$ cat config.mk
export PLATFORM = sky130hd
export DESIGN_NAME = periph_obi_arbiter
export DESIGN_NICKNAME = d
export VERILOG_FILES = /design/src/rtl/periph_obi_arbiter.sv
export SDC_FILE = /design/constraint.sdc
export NUM_CORES = 1
export LEC_CHECK = 0
export ABC_AREA = 1
export CORE_AREA = 3 3 162 164
export CTS_CLUSTER_DIAMETER = 100
export DETAILED_ROUTE_END_ITERATION = 7
export DIE_AREA = 0 0 165 167
export GPL_TIMING_DRIVEN = 0
export HOLD_SLACK_MARGIN = 0.12
export SYNTH_ARGS = -nofsm -noshare
export SYNTH_HDL_FRONTEND = slang
export SYNTH_SLANG_ARGS = --single-unit
export TNS_END_PERCENT = 1
$ cat constraint.sdc
create_clock -name clk_i -period 2.7 [get_ports clk_i]
set_clock_uncertainty 0.15 [all_clocks]
set_input_delay 0.405 -clock clk_i [delete_from_list [all_inputs] [get_ports clk_i]]
set_output_delay 0.405 -clock clk_i [all_outputs]
set_load 0.1 [all_outputs]
$ cat src/rtl/periph_obi_arbiter.sv
// Round-robin arbiter sharing one OBI slave port among per-hart masters.
// One outstanding transaction; a watchdog forces an error response on hang.
package eros_obi_pkg;

  typedef struct packed {
    logic        req;
    logic [31:0] addr;
    logic        we;
    logic [3:0]  be;
    logic [31:0] wdata;
  } obi_req_t;

  typedef struct packed {
    logic        gnt;
    logic        rvalid;
    logic [31:0] rdata;
  } obi_resp_t;

endpackage

module periph_obi_arbiter
  import eros_obi_pkg::*;
#(
  parameter int          NHARTS         = 3,
  parameter int          TIMEOUT_CYCLES = 255,
  parameter logic [31:0] ERR_RDATA      = 32'hDEAD_BEEF
) (
  input  logic      clk_i,
  input  logic      rst_i,
  input  obi_req_t  master_req_i  [NHARTS],
  output obi_resp_t master_resp_o [NHARTS],
  output obi_req_t  slave_req_o,
  input  obi_resp_t slave_resp_i,
  output logic      busy_o,
  output logic      timeout_o,
  output logic      stray_rsp_o
);

  localparam int IW = (NHARTS > 1) ? $clog2(NHARTS) : 1;
  localparam int CW = (TIMEOUT_CYCLES > 0) ?
                      $clog2(TIMEOUT_CYCLES + 1) : 1;
  localparam int TO_LAST_I = (TIMEOUT_CYCLES == 0) ?
                             0 : TIMEOUT_CYCLES - 1;
  localparam logic [CW-1:0] TO_LAST = CW'(TO_LAST_I);

  typedef enum logic [1:0] {
    IDLE,
    ADDR,
    RESP
  } state_e;

  state_e          state_q;
  logic [IW-1:0]   rr_q;
  logic [IW-1:0]   owner_q;
  logic [CW-1:0]   cnt_q;

  logic            any_req;
  logic [IW-1:0]   win;
  logic [IW-1:0]   sel;
  logic            req_act;
  logic            fire_to;

  function automatic logic [IW-1:0] rr_next(
    input logic [IW-1:0] w
  );
    if (int'(w) + 1 == NHARTS) return '0;
    return w + 1'b1;
  endfunction

  // Rotating scan starting at rr_q; first requester wins.
  always_comb begin
    int idx;
    any_req = 1'b0;
    win     = '0;
    idx     = 0;
    for (int k = 0; k < NHARTS; k++) begin
      idx = (int'(rr_q) + k) % NHARTS;
      if (!any_req && master_req_i[idx].req) begin
        any_req = 1'b1;
        win     = IW'(idx);
      end
    end
  end

  assign sel = (state_q == ADDR) ? owner_q : win;

  assign req_act = !rst_i &&
                   ((state_q == IDLE && any_req) ||
                    state_q == ADDR);

  assign fire_to = !rst_i &&
                   (TIMEOUT_CYCLES != 0) &&
                   state_q == RESP &&
                   !slave_resp_i.rvalid &&
                   cnt_q == TO_LAST;

  always_comb begin
    slave_req_o = '0;
    if (req_act) begin
      slave_req_o     = master_req_i[sel];
      slave_req_o.req = 1'b1;
    end
  end

  always_comb begin
    for (int h = 0; h < NHARTS; h++) begin
      master_resp_o[h] = '0;
    end
    if (req_act) begin
      master_resp_o[sel].gnt = slave_resp_i.gnt;
    end
    if (!rst_i && state_q == RESP) begin
      if (slave_resp_i.rvalid) begin
        master_resp_o[owner_q].rvalid = 1'b1;
        master_resp_o[owner_q].rdata  = slave_resp_i.rdata;
      end else if (fire_to) begin
        master_resp_o[owner_q].rvalid = 1'b1;
        master_resp_o[owner_q].rdata  = ERR_RDATA;
      end
    end
  end

  assign busy_o      = (state_q != IDLE);
  assign timeout_o   = fire_to;
  assign stray_rsp_o = !rst_i &&
                       state_q != RESP &&
                       slave_resp_i.rvalid;

  always_ff @(posedge clk_i) begin
    if (rst_i) begin
      state_q <= IDLE;
      rr_q    <= '0;
      owner_q <= '0;
      cnt_q   <= '0;
    end else begin
      unique case (state_q)
        IDLE: begin
          if (any_req) begin
            owner_q <= win;
            if (slave_resp_i.gnt) begin
              rr_q    <= rr_next(win);
              cnt_q   <= '0;
              state_q <= RESP;
            end else begin
              state_q <= ADDR;
            end
          end
        end
        ADDR: begin
          if (slave_resp_i.gnt) begin
            rr_q    <= rr_next(owner_q);
            cnt_q   <= '0;
            state_q <= RESP;
          end
        end
        RESP: begin
          if (slave_resp_i.rvalid || fire_to) begin
            state_q <= IDLE;
          end else begin
            cnt_q <= cnt_q + 1'b1;
          end
        end
        default: state_q <= IDLE;
      endcase
    end
  end

endmodule

---- Yosys cells after proc, flatten, opt, wreduce, memory -nomap -nowiden ----
Index checks and enable logic that the tools add are counted.
storage, ports and cells
  output and inout port bits .............. 175
  register bits after elaboration ......... 14
operators by class
  reductions and logical operators ........ 25
  equal/unequal tests ..................... 11
  div/mod/pow operators ................... 3
  bitwise gates (word level) .............. 6
  mux-type cells .......................... 59
  add/subtract/negate cells ............... 7
  $lt $le $gt $ge ......................... 7
operators with widths
  operator                 count
  $bmux W70 S2             4
  $mux W70                 7
  $mux W102                4
  $bwmux W102              3
  $demux W34 S2            3
  $mux W69                 2
  $and A102 B102 Y102      1
  $ge A32 B3 Y1 const B    3
  $not A32 Y32             3
  $mod A32 B3 Y32 const B  2
  $mux W34                 1
  $mux W33                 1
  $mod A3 B3 Y32 const B   1
  $mux W32                 1
  $mux W2                  15
  $mux W8                  3
  $pmux W8 S3              1
  $mux W1                  12
  $logic_and A1 B1 Y1      11
  $ne A2 B2 Y1 const B     5
  $add A2 B1 Y3 const B    3
  $add A8 B1 Y8 const B    1
  $eq A8 B8 Y1 const B     1
  $eq A3 B2 Y1 const B     2
  other kinds (18)         28

---- Depth between registers and ports, before layout ----
  depth in word-level cells ............... 25
  mapped depth ............................ 15

---- Worst setup path before layout ----
Ideal clock, no wire load.
  path type ............................... register to output
  start point ............................. reg state_q[1]
  end point ............................... out master_resp_o[34] in the netlist's numbering
  stages on the path, launching flop included .. 10
  data arrival time ....................... 3.926 ns
  slack ................................... -1.781 ns
  data required time ...................... 2.145 ns
  cells stage by stage .................... dfxtp_1 -> inv_1 -> nor2_2 -> nand2_1 -> nor3_1 -> a21oi_1 -> nor2_1 -> inv_2 -> clkbuf_1 -> nor2_1
RTL lines
  element                 line  RTL
  start, declared         52    state_e state_q;
  start signal, assigned  131   state_q <= IDLE;
  start signal, assigned  143   state_q <= RESP;
  start signal, assigned  145   state_q <= ADDR;
  end, declared           31    output obi_resp_t master_resp_o [NHARTS],

==> impl_results.md <==
- Dominant cell type by area after synthesis: nand3_1
- Worst-skew pair later-pin latency: approximately 250 ps
- Slowest-stage cell, CP: clkdlybuf4s15_2
- Crit path to: master_resp_o[87]
- RSZ-0062 raised after global routing: true
- Worst Setup SP: slave_resp_i[32]
- DRC: 0
- Largest family of logic cells by synthesized area: simple AND/OR/NAND/NOR gates
- Arrival time worst endpoint: 2560 ps
- Post-synth top area share: 28.0%
- Syn nets: ~1100
- Starting DRT DRC Count: 390
- Num CTS Buffers: 3
- All-Layer GR Usage: ~18%
- Critical Path, Cell by Cell: clkdlybuf4s50_1, inv_1, clkbuf_1, nor2_1, nor2_2, clkdlybuf4s15_2
- Synth Area per Inst: 4.74 um^2
- Post-synth EDFFs: 0
- Synthesized-area fraction occupied by and/or/nand/nor cells: between 50% and 60%
- Post-Syn Area: approximately 0.004 mm^2
- Synth Instances: between 800 and 900
- Distinct cells, synth: 23
- WS Path Type: input pin to output port
- Crit share post-route: 115%
- Most frequent cell after synthesis: nand3_1
- CTS H-Tree Depth: 1
- Design Area, Final: approximately 0.010 mm^2
- Final Max Slew Viols: 0
- Xor and xnor area share after synthesis: 1.28%
- Max Clk Rate: 321 MHz
- Layout cells sized above 1: between 30% and 40%
- Power Dens Cells: 988 mW/mm^2
- DRT antenna net count: 0
- Nets@finish: 1557
- Starting Density: 16.4%
- Port bufs: 420
- Worst-Margin Slew: 1010 ps
- Worst Setup Start Kind: input pin
- Post-Synth Adder-Cell Area: 1.52%
- Flip-flop and latch count after synthesis: 14
- Worst reg-to-reg setup slack: 480 ps
- Post-synthesis compound-gate area fraction: 11.3%
- DP Wirelength: between 20 and 25 mm
- Via count: 7328
- Area contributors post-synth: nand3_1, inv_1, nor2_1
- Req. time, crit path: approximately 2100 ps
- Post-synth top cells: nand3_1, inv_1, nor2_1, nand2_1, a21oi_1
- Min cycle time layout: 3120 ps
- Crit path max-delay family: buffers and inverters
- CTS tree: done
- Yosys warnings: 0
- Total grt overflow: 0
- Rows: 58
- Status: finished, violations left
- Ys flop type: dfxtp_1
- Crit end category: output port
- Root buffer cell: clkbuf_16
- WL/cell: 17.2 um
- Final setup viols: between 150 and 200
- Setup TNS Final: -53280 ps
- Die Span X: 165 um
- Vias in the first global route: about 7000
- Post-synthesis mux area share: 0%
- Clock-pin slew on the worst setup and hold paths: about 50 ps
- Maximum fanout along the worst path: 10
- DIE AREA: 0.0276 mm^2
- Clk buf depth: 2
- Via density per instance: around 4.5
- Critical path's largest stage delay: 570 ps
- Final wirelength: 28.2 mm
- N_diodes: 0
- Failing checks: setup timing
- DRT Pass-1 Iters: 5
- Final WS setup: -418 ps
- Sequential area share after synthesis: 6.81%
- Largest net degree at the start of global routing: 11
- First-pass GRT wire length: between 40 and 50 mm
- CP bufs+invs: 4
- Area growth from synthesis to layout: 155%
- Core area: 0.0250 mm^2
- Initial antenna violation count: 0
- Final GP Congestion: between 0.9 and 1
- Hold Crit Class: register to register
- Leak: 4.77 nW
- Crit path depth: 6
- Final Hold Fails: 0
- Post-synth ARST share: 0%
- Reg2reg path depth: 13
- Ports: 421
- Post-DP Area: between 0.008 and 0.009 mm^2
- Peak VDD IR: 0.000562 V
- Rel. slew slack: 32.5%
- Total of max-cap violations: 0
- Num Clock Sinks: 14
- FF-to-FF Start: rr_q[0]
- Reg-to-Reg End: rr_q[0]
- Die Span Y: 167 um
power breakdown:
part           leakage, nW  switching [W]  internal (W)
combinational         4.61        0.00642       0.00336
sequential           0.115      0.0000348      0.000239
clock               0.0442      0.0000893      0.000225
total                 4.77        0.00654       0.00382
worst register-to-register path: cells and delay by family (launching register included):
kind / cells / cell delay, ps
DFF: 1 / 370
adders and majority gates: 1 / 290
and+or+nand+nor: 6 / 660
AOI/OAI and AO/OA: 2 / 230
buffers and inverters: 4 / 400
state kept, by name, indices dropped and copies added, names as in the netlist:
| register | cells |
|---|---|
| rr_q | 2 |
| cnt_q | 8 |
| owner_q | 2 |
| state_q | 2 |
metal layers:
layer | GRT usage (%) | up-vias | wire, um
met1 | 23.4 | 3387 | 11700
met5 | 0 | - | 0
met2 | 31.9 | 271 | 14000
met4 | 4.60 | 0 | 664
li1 | - | 3622 | -
met3 | 3.38 | 48 | 1810
worst min path at each step:
stage / endpoint / cells after the start / start / slack, ps
6_report: cnt_q[0] / 1 / cnt_q[0] / 350
5_1_grt: cnt_q[5] / 2 / cnt_q[5] / 390
4_1_cts: cnt_q[0] / 1 / cnt_q[0] / 360
3_5_place_dp: cnt_q[0] / 1 / cnt_q[0] / 350
3_3_place_gp: cnt_q[0] / 1 / cnt_q[0] / 330
2_1_floorplan: cnt_q[0] / 1 / cnt_q[0] / 310
logic make-up (layout without fill, tap and decap cells):
group | Yosys count | after routing
simple gates | 507 | 509
buf+inv | 247 | 681
compound gates | 90 | 90
flops | 14 | 14
xor+xnor | 6 | 6
fa+ha+maj | 5 | 5
through the flow:
step / utilization, % / worst slack (ps) / hold slack (ps) / total power [W] / std cells
2_1_floorplan: - / -1020 / 306 / 0.00566 / 869
3_3_place_gp: 35.7 / -1920 / 334 / 0.00777 / 1619
3_5_place_dp: 35.7 / -1930 / 350 / 0.00778 / 1619
4_1_cts: 39.3 / -428 / 359 / 0.00953 / 1633
5_1_grt: 41.9 / -546 / 390 / 0.0109 / 1635
6_report: 41.9 / -418 / 354 / 0.0104 / 1635
cells in the final DEF (no fill, tap or decap), types with 5 or more instances in the layout:
cell type	count
dlygate4sd2_1	14
inv_2	12
buf_8	20
nand4_1	5
nand2_2	5
dfxtp_1	12
clkdlybuf4s50_1	243
nand2_1	100
inv_1	171
buf_6	47
a21oi_1	15
nand3_2	14
nor2_1	47
nor3_1	28
a21oi_2	62
buf_12	54
clkbuf_4	6
nand3_1	214
clkdlybuf4s15_2	25
clkbuf_1	11
a21oi_4	6
nor2_2	78
buf_4	63
layout make-up:
class                           count  area (um^2)
Sequential cell                    14          288
Fill cell                        2656        14500
Timing Repair Buffer              431         4830
Clock buffer                        4         88.8
Tap cell                          330          413
Multi-Input combinational cell    610         3590
Buffer                             63          587
Inverter                          183          687
what timing repair did:
action                                  in CTS  in global routing
resized for setup                         1188                152
hold buffers                                 0                  0
setup buffers                                7                  0
hold endpoints to repair                     0                  0
pin swaps                                   21                 21
endpoints found under the setup margin     174                174
gates cloned                                 4                  2
Note: power is estimated with default switching activity, not from simulation.
